$ cat src/rtl/serial_adder_pkg.sv
// Shared types for the bit-serial adder: FSM state encoding and counter sizing.
package serial_adder_pkg;

   typedef enum logic [1:0] {
      IDLE = 2'd0,
      RUN  = 2'd1,
      DONE = 2'd2
   } state_t;

   // Counter must be able to hold WIDTH itself, hence WIDTH+1 codes.
   function automatic int cnt_width(input int width);
      return $clog2(width + 1);
   endfunction

endpackage

$ cat src/rtl/fa_mux.sv
// 1-bit full adder built only from 2:1 muxes around a propagate term.
// Purely combinational; no latency, no flow control.
module fa_mux (
   input  logic a,
   input  logic b,
   input  logic cin,
   output logic sum,
   output logic cout
);

   logic p;

   assign p    = a ^ b;
   assign sum  = cin ? ~p : p;
   // Propagate passes the incoming carry; otherwise a==b and a is the carry.
   assign cout = p ? cin : a;

endmodule

$ cat src/rtl/serial_adder_mux.sv
// Bit-serial add/sub, LSB first, one bit per clock through a single fa_mux cell.
// done pulses WIDTH+1 cycles after start is taken; start is ignored while an operation runs.
module serial_adder_mux
   import serial_adder_pkg::*;
#(
   parameter int WIDTH = 8
) (
   input  logic             clk,
   input  logic             rst_n,
   input  logic             start,
   input  logic             sub,
   input  logic [WIDTH-1:0] a,
   input  logic [WIDTH-1:0] b,
   output logic             busy,
   output logic             done,
   output logic [WIDTH-1:0] s,
   output logic             c,
   output logic             ovf
);

   localparam int               CNT_W    = cnt_width(WIDTH);
   localparam logic [CNT_W-1:0] LAST_BIT = CNT_W'(WIDTH - 1);

   state_t           state;
   state_t           state_nxt;
   logic [WIDTH-1:0] op_a;
   logic [WIDTH-1:0] op_b;
   logic [WIDTH-1:0] s_shift;
   logic [WIDTH-1:0] s_shift_nxt;
   logic [CNT_W-1:0] cnt;
   logic             carry;
   logic             c_msb_in;
   logic             sum_bit;
   logic             cout_bit;
   logic             load;
   logic             step;
   logic             finish;
   logic             busy_nxt;

   fa_mux u_fa (
      .a    (op_a[0]),
      .b    (op_b[0]),
      .cin  (carry),
      .sum  (sum_bit),
      .cout (cout_bit)
   );

   always_ff @(posedge clk) begin
      if (!rst_n) begin
         state <= IDLE;
      end else begin
         state <= state_nxt;
      end
   end

   always_comb begin
      state_nxt = state;
      case (state)
         IDLE:    if (start) state_nxt = RUN;
         RUN:     if (cnt == LAST_BIT) state_nxt = DONE;
         DONE:    state_nxt = start ? RUN : IDLE;
         default: state_nxt = IDLE;
      endcase
   end

   // busy stays low in the cycle after DONE so it never overlaps the done pulse.
   always_comb begin
      load   = 1'b0;
      step   = 1'b0;
      finish = 1'b0;
      case (state)
         IDLE: load = start;
         RUN:  step = 1'b1;
         DONE: begin
            finish = 1'b1;
            load   = start;
         end
         default: ;
      endcase
      busy_nxt = (state_nxt == RUN) && !finish;
   end

   always_comb begin
      s_shift_nxt            = s_shift >> 1;
      s_shift_nxt[WIDTH-1]   = sum_bit;
   end

   // Subtraction is a + ~b + 1: invert b on load and seed the carry with sub.
   always_ff @(posedge clk) begin
      if (!rst_n) begin
         op_a     <= '0;
         op_b     <= '0;
         s_shift  <= '0;
         cnt      <= '0;
         carry    <= 1'b0;
         c_msb_in <= 1'b0;
      end else if (load) begin
         op_a  <= a;
         op_b  <= b ^ {WIDTH{sub}};
         carry <= sub;
         cnt   <= '0;
      end else if (step) begin
         op_a    <= op_a >> 1;
         op_b    <= op_b >> 1;
         s_shift <= s_shift_nxt;
         carry   <= cout_bit;
         cnt     <= cnt + CNT_W'(1);
         if (cnt == LAST_BIT) begin
            c_msb_in <= carry;
         end
      end
   end

   always_ff @(posedge clk) begin
      if (!rst_n) begin
         busy <= 1'b0;
         done <= 1'b0;
         s    <= '0;
         c    <= 1'b0;
         ovf  <= 1'b0;
      end else begin
         busy <= busy_nxt;
         done <= finish;
         if (finish) begin
            s   <= s_shift;
            c   <= carry;
            ovf <= c_msb_in ^ carry;
         end
      end
   end

endmodule

$ cat config.mk
export PLATFORM = sky130hd
export DESIGN_NAME = serial_adder_mux
export DESIGN_NICKNAME = d
export VERILOG_FILES = /design/src/rtl/serial_adder_pkg.sv /design/src/rtl/fa_mux.sv /design/src/rtl/serial_adder_mux.sv
export SDC_FILE = /design/constraint.sdc
export NUM_CORES = 1
export LEC_CHECK = 0
export CAP_MARGIN = 0
export CORE_UTILIZATION = 45
export DETAILED_ROUTE_END_ITERATION = 16
export GPL_TIMING_DRIVEN = 1
export PLACE_DENSITY = 0.72
export RECOVER_POWER = 50
export SLEW_MARGIN = 20
export SYNTH_ARGS = -nofsm -noshare
export SYNTH_HDL_FRONTEND = slang
export SYNTH_SLANG_ARGS = --single-unit
$ cat constraint.sdc
create_clock -name clk -period 2.7 [get_ports clk]
set_input_delay 0.54 -clock clk [delete_from_list [all_inputs] [get_ports clk]]
set_output_delay 0.54 -clock clk [all_outputs]
set_load 0.01 [all_outputs]
== After elaboration in Yosys (flattened, before gate mapping) ==
Index checks and enable logic that the tools add are counted.
Storage, ports and cells
  output and inout bits: 12
  word-level logic and storage cells: 48
  flip-flop bits (word level): 44
Cells by class
  multiplexer cells: 15
  equal/unequal tests: 5
  bitwise operators: 6
  add/subtract/negate cells: 1
  reduce and logical (&&, ||, !) cells: 9
Operators by type and width (count)
  2-to-1 mux 8 bit: 4
  2-to-1 mux 1 bit: 8
  XOR 8 bit: 1
  one-hot mux 2 bit (3 select lines): 1
  adder 4 x 1 -> 4 bit, second input constant: 1
  equality test 2 x 1 -> 1 bit, second input constant: 2
  equality test 4 x 3 -> 1 bit, second input constant: 1
  2-to-1 mux 2 bit: 2
  AND reduction 2 bit: 2
  OR reduction 2 bit: 2
  NOT 1 bit: 3
  AND reduction 3 bit: 1
  equality test 2 bit, second input constant: 1
  zero test 2 bit: 1
  != test 2 bit, second input constant: 1
  nonzero test 2 bit: 1
  XOR 1 bit: 2
  logical AND 1 bit: 1
  zero test 1 bit: 1

== Longest topological paths before layout ==
Gate-level depths: netlist of the first run.
  depth after elaboration: 5
  depth in mapped cells: 5
  gate-level depth less buffers: 4

== By module ==
From an unflattened synthesis of the first run, not the netlist that was laid out.
Unflattened totals
  cells, all modules: 215
  area, all modules: 1889.3 µm²
By module, submodules not included
  serial_adder_mux: sequential area each 880.8 µm², times used 1, area an instance 1855.5 µm², cells each 213
  fa_mux: sequential area each 0.0 µm², times used 1, area an instance 33.8 µm², cells each 2

== Worst setup path after synthesis of the first run ==
OpenSTA, ideal clock, no wires.
  path type: input to register
  start: input rst_n
  end: register op_b[3]
  path slack: 1.400 ns
  setup time: 0.064 ns
  data arrival time: 1.235 ns
  buffers on the path: 2
  data required time: 2.636 ns
  cell stages on the path: 4
  cell sequence: clkbuf_1 clkbuf_1 o221ai_1 nor2_1
RTL lines
  from (decl): line serial_adder_mux.sv:9  | input logic rst_n,
  to (signal assigned): line serial_adder_mux.sv:99  | op_b <= b ^ {WIDTH{sub}};
  to (signal assigned): line serial_adder_mux.sv:104  | op_b <= op_b >> 1;
  to (decl): line serial_adder_mux.sv:27  | logic [WIDTH-1:0] op_b;

== Final worst setup path of the first run ==
  start: input start
  end: register cnt[1]
On the way
  word-level cells in the longest chain between the ends: 2
Ends and longest elaborated chain
  from (decl): line serial_adder_mux.sv:10  | input logic start,
  2-to-1 mux 1 bit: line serial_adder_mux.sv:71  | case (state)
  OR reduction 2 bit (no line)
  to (signal assigned): line serial_adder_mux.sv:107  | cnt <= cnt + CNT_W'(1);
  to (decl): line serial_adder_mux.sv:30  | logic [CNT_W-1:0] cnt;
Every way passes these cells.
A chain may end at the register's enable or synchronous reset.

==> results.json, run 1 <==
{
  "synth_top_area_cell": "dfxtp_1",
  "path_delay_family": "simple AND/OR/NAND/NOR gates",
  "crit_path_max_fanout": 25,
  "final_antenna_net_count": 0,
  "reg2regPathDepth": 4,
  "wl_per_cell_um": 11.7,
  "max_stage_delay_ps": 580,
  "initial_core_util_pct": 46.8,
  "num_rows": 23,
  "min_period_ps": 1860,
  "drtIter0Drc": 66,
  "drc_errors": 0,
  "syn_nets": 238,
  "synth_xor_area_share_pct": 5.61,
  "pwr_density_cell_nw_per_um2": 558,
  "cts.root.buffer_cell": "clkbuf_8",
  "r2r_slack_ps": 850,
  "peakVddDrop_v": 0.000428,
  "synthMuxAreaShare_pct": 0.534,
  "grt_first_pass_wirelength_um": 6000,
  "synth_warnings": 0,
  "synthCells": 217,
  "cp.arrival_ps": 2090,
  "gp_congestion": 0.682,
  "grtUsageTotal_pct": 18.1,
  "fin_skew_ps": 4.22,
  "core_area_um2": 4000,
  "netlist-cell-type-count": 32,
  "cp-start-kind": "input pin",
  "cp-endpoint": "cnt[1]",
  "clock_latency_ps": 290,
  "postCtsSetupRepairBufs": 0,
  "ctsResizeCount": 0,
  "antenna_cells": 0,
  "finalMaxSlewViolations": 0,
  "numPortBuffers": 31,
  "synth_area_leaders": "dfxtp_1 47%, nand2_1 11%, a21boi_0 8.8%, xor2_1 4.7%, nand3_1 2.4%",
  "hold_class": "reg2reg",
  "synthSimpleGateAreaFrac_pct": 20.6,
  "die_w_um": 66.5,
  "dp.cells": 283,
  "pre_cts_slack_ps": 663,
  "overflow": 0,
  "yosys_register_bits": 44,
  "hold_violations": 0,
  "vias": 1529,
  "final-setup-viol-count": 0,
  "viasPerCell": 5.25,
  "grt_setup_unrepaired": "false",
  "drive_gt1_share_pct": 4.15,
  "cts_tree": "yes",
  "grt_max_degree": 45,
  "fmax_mhz": 538,
  "ioPinCount": 32,
  "ys_seq_area_share_pct": 47.0,
  "dieArea_um2": 4420,
  "critPathCaptureType": "flop",
  "r2r_start": "state[1]",
  "setup_slack_ps": 842,
  "critPathKind": "in2reg",
  "dieHeight_um": 66.5,
  "worst_path_max_delay_cell": "nand2b_1",
  "cts_max_level": 2,
  "cp.required_ps": 2930,
  "cts.sinks": 44,
  "path_buf_inv": 1,
  "r2r-end": "op_b[1]",
  "antenna_found_initial": 0,
  "fin_crit_sh_pct": 68.8,
  "area_growth_pct": 20.2,
  "leakage_uw": 0.000812,
  "syn_avg_cell_area_um2": 8.63,
  "synthAdderAreaFrac_pct": 0.668,
  "cts.reportedPaths.clkPinSlew_ps": 80,
  "synth_compound_area_share_pct": 19.8,
  "synth_top_family_by_area": "simple AND/OR/NAND/NOR gates",
  "layout.nets": 261,
  "nFillCells": 402,
  "tns_ps": 0,
  "syn-cell-area_um2": 1870,
  "slew-limit-headroom_pct": 45.8,
  "instances_no_fill": 291,
  "detail_route.wirelength_um": 3410,
  "cp_cell_sequence": "dlygate4sd3_1 > nand2b_1 > nand2_1 > a21oi_1",
  "whs_ps": 458,
  "synth.top_cell.area_share_pct": 47.0,
  "grt_pass1_vias": 1386,
  "cts_hold_buf": 0,
  "dp.final_hpwl_um": 2200,
  "numCtsBuffers": 5,
  "firstDrtPassIters": 4,
  "crit_cells": 4,
  "tightest_slew_ps": 811,
  "critPathLaunch": "start",
  "status": "complete, no violations",
  "max_cap_violations": 0,
  "clockBufferDepth": 2
}
==> cells in the final DEF, fill, tap and decap left out, types with 2 or more instances in the layout <==
master and count:
nand2b_1 3, nand3_1 9, nand3b_1 3, clkdlybuf4s50_1 22, a21oi_1 5, dfxtp_1 44, clkbuf_8 6, nor2b_1 3
xnor2_1 2, o221ai_1 2, nor3_1 2, nand2_1 56, a31oi_1 7, a21boi_0 22, dlygate4sd3_1 9, xor2_1 10
nor2_1 5, o21ai_0 9, buf_4 2, clkinv_2 2, a22oi_1 5
==> cell type report <==
class	instances	area, µm²	share of cell area, %
clock buffers	6	82.6	3.67
clock inverters	2	10.0	0.445
multi-input cells	155	886	39.4
flip-flops and latches	44	881	39.1
well taps	50	62.6	2.78
repair buffers	34	329	14.6
==> cell usage after synthesis <==
cell,number
a21boi_0,22
buf_2,5
buf_6,2
nor2_1,5
nand3_1,9
clkbuf_1,5
a22oi_1,5
nand3b_1,3
buf_4,4
nor3_1,2
o221ai_1,2
nand2_1,56
nor2b_1,3
and2b_1,1
xnor2_1,2
xor2_1,10
nor3b_1,1
clkbuf_2,2
a211o_1,1
and2_1,2
ha_1,1
a21oi_1,5
a31oi_1,7
nand2b_1,3
o2111a_1,1
o211ai_1,1
dfxtp_1,44
o211a_1,1
nand4b_1,1
o21ai_0,9
or3_1,1
mux2i_1,1
==> registers in the layout (all words and copies together) (netlist names) <==
register  count
op_a          8
op_b          8
s             8
s_shift       8
cnt           4
state         2
busy          1
c             1
c_msb_in      1
carry         1
done          1
ovf           1
==> where the power goes <==
group	switching [µW]	internal (µW)	leakage [µW]	total, µW
clock network	215	204	0.0000510	420
registers	19.3	677	0.000359	696
logic	72.7	67.8	0.000402	140
total	307	949	0.000812	1260
==> metal layers <==
| layer | track usage, % | part of all wire (%) |
|---|---|---|
| met5 | 0 | 0 |
| met4 | 9.57 | 1.3 |
| met3 | 4.62 | 3.9 |
| met2 | 31.4 | 47 |
| met1 | 20.3 | 47 |
==> stage by stage <==
| stage | cell area, µm² | power, µW | utilization [%] |
|---|---|---|---|
| after floorplan | 1870 | 812 | - |
| after global placement | 2160 | 852 | 54.1 |
| after detailed placement | 2160 | 855 | 54.1 |
| after CTS | 2250 | 1270 | 56.4 |
| after global routing | 2250 | 1320 | 56.3 |
| final | 2250 | 1260 | 56.3 |
==> worst reg2reg max path: cells and delay by family (launching register included) <==
family / cells / cell delay (ps)
compound gates: 1 / 190
buf+inv: 1 / 490
flops: 1 / 430
simple gates: 2 / 660
==> worst min path at each step <==
stage,end,start,cells after the start
3_5_place_dp,op_a[7],op_a[7],2
2_1_floorplan,op_a[7],op_a[7],2
3_3_place_gp,op_a[7],op_a[7],2
6_report,op_a[7],op_a[7],2
5_1_grt,s[1],s[1],2
4_1_cts,op_a[7],op_a[7],2
==> cells by family (layout without fill, tap and decap cells) <==
kind of cell	Yosys count	in the layout
compound gates	54	54
xor+xnor	12	12
fa+ha+maj	1	1
simple gates	87	87
buf+inv	18	42
flops	44	44
mux	1	1
Power figures use the tool's default switching activity.
==> run 2: changes to the inputs <==
==> constraint.sdc (replaced) <==
create_clock -name clk -period 1.8 [get_ports clk]
set_input_delay 0.36 -clock clk [delete_from_list [all_inputs] [get_ports clk]]
set_output_delay 0.36 -clock clk [all_outputs]
set_load 0.01 [all_outputs]
==> results.json, run 2 (synthesis results as in run 1) <==
{
  "grtUsageTotal_pct": 17.2,
  "final_antenna_net_count": 0,
  "num_rows": 23,
  "dieArea_um2": 4420,
  "detail_route.wirelength_um": 3310,
  "slew-limit-headroom_pct": 68.2,
  "cts.reportedPaths.clkPinSlew_ps": 80,
  "max_stage_delay_ps": 530,
  "critPathKind": "reg2out",
  "drt-met1-wl_um": 1670,
  "tightest_slew_ps": 476,
  "overflow": 0,
  "register_area_um2": 881,
  "path_buf_inv": 1,
  "cts_hold_buf": 0,
  "ioPinCount": 32,
  "antenna_cells": 0,
  "mostFrequentLayoutCells": "56 x nand2_1, 44 x dfxtp_1, 30 x clkdlybuf4s50_1, 22 x a21boi_0, 10 x xor2_1",
  "status": "complete, no violations",
  "antenna_found_initial": 0,
  "fin_crit_sh_pct": 85.0,
  "fin_total_pwr_uw": 2010,
  "cts_max_level": 2,
  "numCtsBuffers": 5,
  "ctsResizeCount": 0,
  "finalMaxSlewViolations": 0,
  "core_area_um2": 4000,
  "path_delay_family": "buffers and inverters",
  "placed_cell_area_um2": 2200,
  "pre_cts_slack_ps": 119,
  "drc_errors": 0,
  "pwr_density_cell_nw_per_um2": 870,
  "fmax_mhz": 653,
  "dieHeight_um": 66.5,
  "peakVddDrop_v": 0.000462,
  "multi_input_area_um2": 886,
  "crit_path_max_fanout": 2,
  "dp.cells": 287,
  "grt_max_degree": 45,
  "drtIter0Drc": 67,
  "leakage_uw": 0.000813,
  "cts.root.buffer_cell": "clkbuf_8",
  "drive_gt1_share_pct": 5.31,
  "grt_first_pass_wirelength_um": 5640,
  "top_layer": "met4",
  "initial_core_util_pct": 46.8,
  "grt_setup_unrepaired": "false",
  "max_cap_violations": 0,
  "area_growth_pct": 23.1,
  "critPathCaptureType": "output pin",
  "cts_tree": "yes",
  "layout.nets": 265,
  "instances_no_fill": 295,
  "wl_met2_um": 1450,
  "clock_latency_ps": 300,
  "tns_ps": 0,
  "dp.final_hpwl_um": 2140,
  "setup_slack_ps": 269,
  "layout_commonest_cell": "nand2_1",
  "postCtsSetupRepairBufs": 0,
  "clockBufferDepth": 2,
  "cp.required_ps": 1440,
  "hold_violations": 0,
  "wl_per_cell_um": 11.2,
  "die_w_um": 66.5,
  "fin_skew_ps": 7.96,
  "viasPerCell": 5.07,
  "numPortBuffers": 31,
  "final-setup-viol-count": 0,
  "cp.arrival_ps": 1170,
  "gp_congestion": 0.755,
  "final_area_um2": 2310,
  "cp-start-kind": "flop",
  "cp_cell_sequence": "clkdlybuf4s50_1",
  "dr_wl_met3_um": 97,
  "firstDrtPassIters": 4,
  "grt_pass1_vias": 1290,
  "nFillCells": 396,
  "worst_path_max_delay_cell": "clkdlybuf4s50_1",
  "vias": 1496,
  "min_period_ps": 1530,
  "hold_class": "reg2reg",
  "cts.sinks": 44
}
-- run 2: final cells by class --
type,count,area share (%)
timing repair buffer,38,16.0
clock inverter,2,1.52
clock buffer,6,3.15
tap,50,2.71
multi-input combinational,155,38.4
sequential,44,38.2
-- run 2: layer usage --
layer / vias up / track usage (%)
met5: - / 0
met4: 0 / 10.4
met3: 8 / 4.11
met2: 28 / 25.9
met1: 672 / 22.1
li1: 788 / -
-- run 2: per-stage QoR --
step / utilization (%) / hold WS [ps]
floorplan: - / 432
global placement: 55.1 / 441
detailed placement: 55.1 / 451
CTS: 57.8 / 462
global route: 57.6 / 488
finish: 57.6 / 457
-- run 2: path summary, 6_finish.rpt --
check / from / endpoint / slack (ps) / cells past startpoint
hold / removal: op_a[7] / op_a[7] / 460 / 2
hold reg to reg: op_a[7] / op_a[7] / 460 / 2
setup / recovery: ovf / ovf / 270 / 1
setup reg to reg: state[0] / cnt[1] / 400 / 4
-- run 2: where the power goes --
group          internal, µW  total [µW]  switching (µW)
Combinational           113         223             110
Clock                   412         738             326
Sequential             1020        1040            29.4
Total                  1540        2010             466
==> run 3: changes to the inputs <==
--- a/config.mk
+++ b/config.mk
@@ -8,6 +8,7 @@
 export CAP_MARGIN = 0
 export CORE_UTILIZATION = 45
 export DETAILED_ROUTE_END_ITERATION = 16
+export GPL_ROUTABILITY_DRIVEN = 0
 export GPL_TIMING_DRIVEN = 1
 export PLACE_DENSITY = 0.72
 export RECOVER_POWER = 50
==> results of run 3 <==
Final layout, timing and power as in run 2 (identical DEF).
